$ cat config.mk
export PLATFORM = sky130hd
export DESIGN_NAME = fifo
export DESIGN_NICKNAME = d
export VERILOG_FILES = /design/src/rtl/fifo.sv
export SDC_FILE = /design/constraint.sdc
export NUM_CORES = 1
export LEC_CHECK = 0
export CORE_MARGIN = 4
export CORE_UTILIZATION = 45
export CTS_BUF_LIST = sky130_fd_sc_hd__clkbuf_4 sky130_fd_sc_hd__clkbuf_8 sky130_fd_sc_hd__clkbuf_16
export DETAILED_ROUTE_END_ITERATION = 10
export GPL_TIMING_DRIVEN = 0
export PLACE_DENSITY = 0.71
export SETUP_SLACK_MARGIN = 0.5
export SYNTH_ARGS = -nofsm -noshare
export SYNTH_HDL_FRONTEND = slang
export SYNTH_SLANG_ARGS = --single-unit
$ cat constraint.sdc
create_clock -name clk -period 3.6 [get_ports clk]
set_input_delay 0.36 -clock clk [delete_from_list [all_inputs] [get_ports clk]]
set_output_delay 0.36 -clock clk [all_outputs]
set_load 0.01 [all_outputs]
$ cat src/rtl/fifo.sv
// Synchronous single-clock FIFO with registered read data and occupancy count.
// Status outputs come from registered state only; no push/pop-to-status path.
module fifo #(
    parameter  int WIDTH = 16,
    parameter  int DEPTH = 8,
    localparam int AW    = $clog2(DEPTH),
    localparam int CW    = $clog2(DEPTH + 1)
) (
    input  logic             clk,
    input  logic             rst_n,
    input  logic             push,
    input  logic [WIDTH-1:0] wr_data,
    input  logic             pop,
    output logic [WIDTH-1:0] rd_data,
    output logic             full,
    output logic             empty,
    output logic [CW-1:0]    count
);

    logic [WIDTH-1:0] mem_q [DEPTH];
    logic [AW-1:0]    wr_ptr_q, wr_ptr_d;
    logic [AW-1:0]    rd_ptr_q, rd_ptr_d;
    logic [CW-1:0]    count_q, count_d;
    logic [WIDTH-1:0] rd_data_q, rd_data_d;
    logic             push_ok, pop_ok;

    // Pointers wrap explicitly so DEPTH need not be a power of two.
    function automatic logic [AW-1:0] next_ptr(input logic [AW-1:0] ptr);
        return (ptr == AW'(DEPTH - 1)) ? '0 : ptr + AW'(1);
    endfunction

    assign full  = (count_q == CW'(DEPTH));
    assign empty = (count_q == '0);

    // A push into a full FIFO is allowed when a pop frees the oldest slot on the same edge.
    assign pop_ok  = pop && !empty;
    assign push_ok = push && (!full || pop);

    always_comb begin
        wr_ptr_d  = wr_ptr_q;
        rd_ptr_d  = rd_ptr_q;
        count_d   = count_q;
        rd_data_d = rd_data_q;
        if (push_ok) wr_ptr_d = next_ptr(wr_ptr_q);
        if (pop_ok) begin
            rd_ptr_d  = next_ptr(rd_ptr_q);
            rd_data_d = mem_q[rd_ptr_q];
        end
        case ({push_ok, pop_ok})
            2'b10:   count_d = count_q + CW'(1);
            2'b01:   count_d = count_q - CW'(1);
            default: count_d = count_q;
        endcase
    end

    // NOTE: non-blocking assignments let a full-FIFO pop read the old word while the same slot is rewritten.
    always_ff @(posedge clk or negedge rst_n) begin
        if (!rst_n) begin
            wr_ptr_q  <= '0;
            rd_ptr_q  <= '0;
            count_q   <= '0;
            rd_data_q <= '0;
        end else begin
            wr_ptr_q  <= wr_ptr_d;
            rd_ptr_q  <= rd_ptr_d;
            count_q   <= count_d;
            rd_data_q <= rd_data_d;
        end
    end

    // NOTE: storage is deliberately left out of reset; pointers and count alone define validity.
    always_ff @(posedge clk) begin
        if (push_ok) mem_q[wr_ptr_q] <= wr_data;
    end

    assign rd_data = rd_data_q;
    assign count   = count_q;

endmodule

==> impl_metrics.env, run 1 <==
export IMPL_vdd_ir_drop_worst_v=0.000408
export IMPL_drive_gt1_share_pct=19.3
export IMPL_gr_usage_all_layers_pct=17.5
export IMPL_final_area_um2=7510
export IMPL_synth_compound_area_share_pct=6.52
export IMPL_fmax_ghz=0.356
export IMPL_cts_made_buffers=17
export IMPL_violations="hold timing"
export IMPL_synth_top_family_by_area="multiplexers"
export IMPL_drv_cap=0
export IMPL_cts_max_path_buffers=2
export IMPL_yosys_warnings=0
export IMPL_synth_simple_area_share_pct=3.98
export IMPL_finalCriticalPeriod_ns=2.81
export IMPL_status="finished, violations left"
export IMPL_yosysSeqAreaShare_pct=73.0
export IMPL_grt_pass1_wl_mm=20.3
export IMPL_critPathCaptureType="register"
export IMPL_finalHoldViolCount=18
export IMPL_first_global_vias=3524
export IMPL_syn_nets=393
export IMPL_ys_seq_elements=154
export IMPL_drt_total_wl_mm=13.0
export IMPL_antenna_cells=0
export IMPL_clkLatencyLatePin_ns=0.42
export IMPL_post_route_period_util_pct=78.0
export IMPL_nets=461
export IMPL_total_power_w=0.00621
export IMPL_dpl_cell_area_um2=6950
export IMPL_synth_top_area_share_pct=62.4
export IMPL_finalSetupViolations=0
export IMPL_rsz0062_at_grt="false"
export IMPL_cp_top_family="compound AO/OA/AOI/OAI gates"
export IMPL_ctsRootBufferMaster="clkbuf_16"
export IMPL_netlist_instances=365
export IMPL_cts_setup_buffers=0
export IMPL_core_area_um2=13300
export IMPL_cp_required_ns=3.92
export IMPL_synth_xor_area_share_pct=0.284
export IMPL_clk_pin_slew_ns=0.06
export IMPL_cts_sink_count=154
export IMPL_yosys_cell_types_count=36
export IMPL_synthAdderAreaFrac_pct=1.75
export IMPL_ctsResizeCount=0
export IMPL_worstSetupPathType="register to register"
export IMPL_port_buffers=41
export IMPL_drtAntennaViolNets=0
export IMPL_dr_first_iter_drc_count=216
export IMPL_die_h_um=125
export IMPL_p_per_area_nw_per_um2=827
export IMPL_gp_congestion=0.780
export IMPL_first_pass_iters=5
export IMPL_slowest_delay_ns=0.45
export IMPL_drv_slew=0
export IMPL_netlist_area_um2=6160
export IMPL_crit_slowest_cell="dfrtp_1"
export IMPL_synth_top_area_cell="edfxtp_1"
export IMPL_power_leakage_nw=2.69
export IMPL_crit_path_start_kind="register"
export IMPL_synthMuxAreaShare_pct=11.6
export IMPL_vias_per_cell=5.49
export IMPL_post_drt_wl_per_cell_um=20.9
export IMPL_h_tree_depth=4
export IMPL_finClkSkew_ns=0.00645
export IMPL_hpwlAfterDp_mm=8.04
export IMPL_start_util_pct=46.1
export IMPL_grt_antenna_before_repair=0
export IMPL_postCtsHoldBufs=0
export IMPL_drc=0
export IMPL_path_buf_inv=3
export IMPL_ios=42
export IMPL_rows=42
export IMPL_synth_area_leaders="edfxtp_1 62%, dfrtp_1 11%, mux2i_1 5.4%"
export IMPL_areaGrowthSynthToFinish_pct=21.9
export IMPL_die_x_um=125
export IMPL_tightest_slew_ns=0.880
export IMPL_whs_ns=-0.00512
export IMPL_dieArea_um2=15600
export IMPL_cp_arrival_ns=3.13
export IMPL_cts_tree="built"
export IMPL_critPathMaxFanout=10
export IMPL_vias=3415
export IMPL_grt_max_degree=27
export IMPL_setup_tns_ns=0
export IMPL_max_slew_margin_pct=41.0
export IMPL_hp_class="input port to async pin"
export IMPL_syn_avg_cell_area_um2=16.9
export IMPL_grt_overflow=0
export IMPL_crit_chain="nor4_1, nand2b_1, buf_4, buf_4, inv_2, ha_1, ha_1, a21oi_1, o21ai_0, o311ai_1"
worst paths after layout:
path                       startpoint  slack [ns]  depth (start not counted)     endpoint
min                             rst_n      -0.005                          1  rd_data[15]
max reg2reg                  count[0]        0.79                         10     count[3]
max                          count[0]        0.79                         10     count[3]
min in group clk           rd_data[1]        0.48                          2   rd_data[1]
min reg2reg                rd_data[1]        0.48                          2   rd_data[1]
max in group asynchronous       rst_n        3.15                          1   rd_data[3]
power breakdown:
| group | internal (W) | switching, W |
|---|---|---|
| Clock | 0.00102 | 0.000660 |
| Sequential | 0.00230 | 0.000183 |
| Combinational | 0.000975 | 0.00107 |
cell usage in the layout (no fill, tap or decap), types with 3 or more instances in the layout:
cell type | synthesis | routed
mux2i_1 | 33 | 33
buf_12 | 3 | 3
dfrtp_1 | 26 | 26
inv_1 | 6 | 6
clkbuf_8 | 0 | 3
nand2b_1 | 8 | 8
buf_2 | 5 | 6
nor2_2 | 0 | 6
clkbuf_1 | 4 | 4
clkbuf_16 | 0 | 17
o21ai_0 | 3 | 3
a221o_1 | 16 | 16
edfxtp_1 | 128 | 128
clkinv_2 | 0 | 5
buf_6 | 2 | 4
clkbuf_4 | 0 | 3
buf_4 | 3 | 3
nand2_1 | 23 | 23
mux2_1 | 12 | 12
mux2_2 | 22 | 22
ha_1 | 7 | 7
clkdlybuf4s50_1 | 0 | 40
o22ai_1 | 16 | 16
buf_8 | 0 | 4
o21ai_1 | 19 | 19
through the flow:
| stage | std cells | setup WS [ns] | utilization [%] | hold WS, ns |
|---|---|---|---|---|
| final | 622 | 0.791 | 56.2 | -0.00512 |
| after global routing | 622 | 0.569 | 56.2 | 0.0363 |
| after CTS | 622 | 0.799 | 56.3 | 0.490 |
| after detailed placement | 590 | 0.820 | 52.1 | 0.477 |
| after global placement | 582 | -0.534 | 50.9 | 0.467 |
| after floorplan | 365 | 0.903 | - | 0.0644 |
routing by layer:
| metal | track usage, % | vias to the layer above | routed length, µm |
|---|---|---|---|
| met5 | 0 | - | 0 |
| met4 | 6.63 | 0 | 235 |
| met3 | 4.78 | 19 | 886 |
| met2 | 27.4 | 122 | 6210 |
| met1 | 23.7 | 1714 | 5670 |
| li1 | - | 1560 | - |
final cells by class:
type / instances / area, µm²
Tap cell: 176 / 220
Fill cell: 1072 / 5840
Clock buffer: 23 / 489
Buffer: 18 / 149
Multi-Input combinational cell: 185 / 1510
Clock inverter: 9 / 71.3
Timing Repair Buffer: 49 / 543
Sequential cell: 154 / 4490
Inverter: 8 / 30.0
state kept, by name (all words and copies together) (netlist names):
register	count
mem_q	128
rd_data	16
count	4
rd_ptr_q	3
wr_ptr_q	3
cell usage after synthesis (all sizes together):
library cell and count:
edfxtp 128, mux2 34, mux2i 33, dfrtp 26, nand2 23, o21ai 22, a221o 16, o22ai 16
buf 14, inv 8, nand2b 8, ha 7, nor2 7, clkbuf 4, nor3 4, nor4 2
a21bo 1, a21o 1, a21oi 1, fa 1, nand4b 1, nor2b 1, nor3b 1, nor4b 1
o311ai 1, or2 1, or3 1, xnor2 1, xor2 1
logic make-up after synthesis:
kind of cell,after synthesis
XOR/XNOR,2
multiplexers,67
flip-flops,154
AND/OR/NAND/NOR,50
AO/OA/AOI/OAI,58
buffers and inverters,26
adder cells (fa/ha/maj),8
No activity file was read; power rests on OpenSTA's default activity.
==> run 2: changes to the inputs <==
clock period = 2.65 ns   (was 3.6 ns; I/O delays follow)
==> run 2 against run 1 <==
The flow now finishes without violations; routed wire length increased by 5.8%; flip-flop and latch count unchanged; design area increased by 4.8%; first-iteration DRC count increased by 57%; clock power increased by 37%; utilization increased by 2.7 points; critical path type unchanged; highest routed layer unchanged.
==> impl_metrics.env, run 2 (synthesis gave the netlist of run 1 again) <==
export IMPL_h_tree_depth=4
export IMPL_first_pass_iters=5
export IMPL_ios=42
export IMPL_cts_max_path_buffers=2
export IMPL_layout_common_cells="128 x edfxtp_1, 39 x clkdlybuf4s50_1, 33 x mux2i_1, 23 x nand2_1, 23 x dfrtp_1"
export IMPL_die_x_um=125
export IMPL_hp_class="input port to async pin"
export IMPL_multi_input_area_um2=1630
export IMPL_clk_pin_slew_ns=0.06
export IMPL_grt_max_degree=27
export IMPL_dpl_worst_slack_ns=0.114
export IMPL_grt_antenna_before_repair=0
export IMPL_nets=484
export IMPL_power_leakage_nw=2.83
export IMPL_vdd_ir_drop_worst_v=0.000465
export IMPL_status="finished clean"
export IMPL_vias=3550
export IMPL_path_buf_inv=4
export IMPL_clkLatencyLatePin_ns=0.41
export IMPL_drtAntennaViolNets=0
export IMPL_p_per_area_nw_per_um2=1120
export IMPL_worstSetupPathType="register to register"
export IMPL_rows=42
export IMPL_first_global_vias=3668
export IMPL_stdcell_count=645
export IMPL_dieArea_um2=15600
export IMPL_post_route_period_util_pct=83.9
export IMPL_fill_cells=1008
export IMPL_rsz0062_at_grt="true"
export IMPL_fin_ws_ns=0.426
export IMPL_max_slew_margin_pct=55.7
export IMPL_whs_ns=0.424
export IMPL_finalSetupViolations=0
export IMPL_reg2reg_depth=11
export IMPL_crit_slowest_cell="dfrtp_2"
export IMPL_slowest_delay_ns=0.42
export IMPL_finClkSkew_ns=0.00645
export IMPL_tightest_slew_ns=0.664
export IMPL_grt_overflow=0
export IMPL_vias_per_cell=5.50
export IMPL_drv_slew=0
export IMPL_finalCriticalPeriod_ns=2.22
export IMPL_grt_pass1_wl_mm=21.1
export IMPL_dr_first_iter_drc_count=339
export IMPL_crit_path_start_kind="register"
export IMPL_hpwlAfterDp_mm=8.57
export IMPL_cp_required_ns=2.94
export IMPL_drc=0
export IMPL_path_depth=11
export IMPL_cp_top_family="simple AND/OR/NAND/NOR gates"
export IMPL_antenna_cells=0
export IMPL_cts_made_buffers=17
export IMPL_drive_gt1_share_pct=25.6
export IMPL_drv_cap=0
export IMPL_total_power_w=0.00885
export IMPL_cts_tree="built"
export IMPL_cp_arrival_ns=2.51
export IMPL_finalHoldViolCount=0
export IMPL_place_inst=590
export IMPL_cts_sink_count=154
export IMPL_post_drt_wl_per_cell_um=21.3
export IMPL_gr_usage_all_layers_pct=18.1
export IMPL_final_common_cell="edfxtp_1"
export IMPL_port_buffers=41
export IMPL_critPathCaptureType="register"
export IMPL_critPathMaxFanout=7
export IMPL_areaGrowthSynthToFinish_pct=27.7
export IMPL_crit_chain="nor4_4, nand2b_4, buf_8, buf_12, inv_2, ha_4, ha_4, inv_2, nor4_1, nand4b_1, o311ai_1"
export IMPL_seqCellArea_um2=4500
export IMPL_core_area_um2=13300
export IMPL_largest_reg_flops=128
export IMPL_drt_total_wl_mm=13.8
export IMPL_fmax_ghz=0.450
export IMPL_gp_congestion=0.742
export IMPL_die_h_um=125
export IMPL_start_util_pct=46.1
export IMPL_ctsRootBufferMaster="clkbuf_16"
export IMPL_largest_register="mem_q"
==> run 2: cell count changes in the layout (fill, tap and decap cells not counted), sizes merged, moves of 3 or more <==
cell	before	now
clkinvlp	0	4
clkbuf	27	23
buf	23	46
clkinv	7	4
==> run 2: worst paths after layout <==
check                            startpoint     endpoint  slack, ns
max in group asynchronous             rst_n     count[0]       1.76
min in group clk                rd_data[13]  rd_data[13]       0.48
worst max register to register     count[0]     count[3]       0.43
worst min register to register  rd_data[13]  rd_data[13]       0.48
worst max-delay path               count[0]     count[3]       0.43
worst min-delay path                  rst_n   rd_data[8]       0.42
==> run 2: layout make-up <==
| class | count | share of cell area [%] |
|---|---|---|
| Clock buffer | 20 | 5.70 |
| Buffer | 18 | 2.16 |
| Inverter | 8 | 0.382 |
| Tap cell | 176 | 2.80 |
| Sequential cell | 154 | 57.2 |
| Timing Repair Buffer | 72 | 9.42 |
| Clock inverter | 12 | 1.57 |
| Multi-Input combinational cell | 185 | 20.8 |
==> run 2: power by group <==
part / total, W / internal [W] / leakage, nW / switching, W
registers: 0.00340 / 0.00313 / 1.47 / 0.000272
logic: 0.00313 / 0.00152 / 1.09 / 0.00161
clock network: 0.00231 / 0.00141 / 0.270 / 0.000901
==> run 2: what timing repair did <==
action / 4_1_cts / 5_1_grt
resized for setup: 8 / 12
endpoints found under the hold margin: 0 / 26
hold buffers: 0 / 1
pin swaps: 8 / 8
buffers inserted: 10 / 12
endpoints found under the setup margin: 103 / 104
==> run 2: routing by layer <==
layer / up-vias / routed length [µm] / track usage, %
li1: 1606 / - / -
met1: 1791 / 5710 / 23.5
met2: 124 / 6930 / 29.6
met3: 29 / 744 / 4.26
met4: 0 / 370 / 7.46
met5: - / 0 / 0
==> run 2: per-stage QoR <==
step | setup TNS (ns) | area, µm² | utilization (%)
2_1_floorplan | 0 | 6230 | -
6_report | 0 | 7870 | 58.9
3_5_place_dp | 0 | 7020 | 52.6
5_1_grt | 0 | 7870 | 58.9
4_1_cts | 0 | 7730 | 57.9
3_3_place_gp | -61.43 | 6860 | 51.4
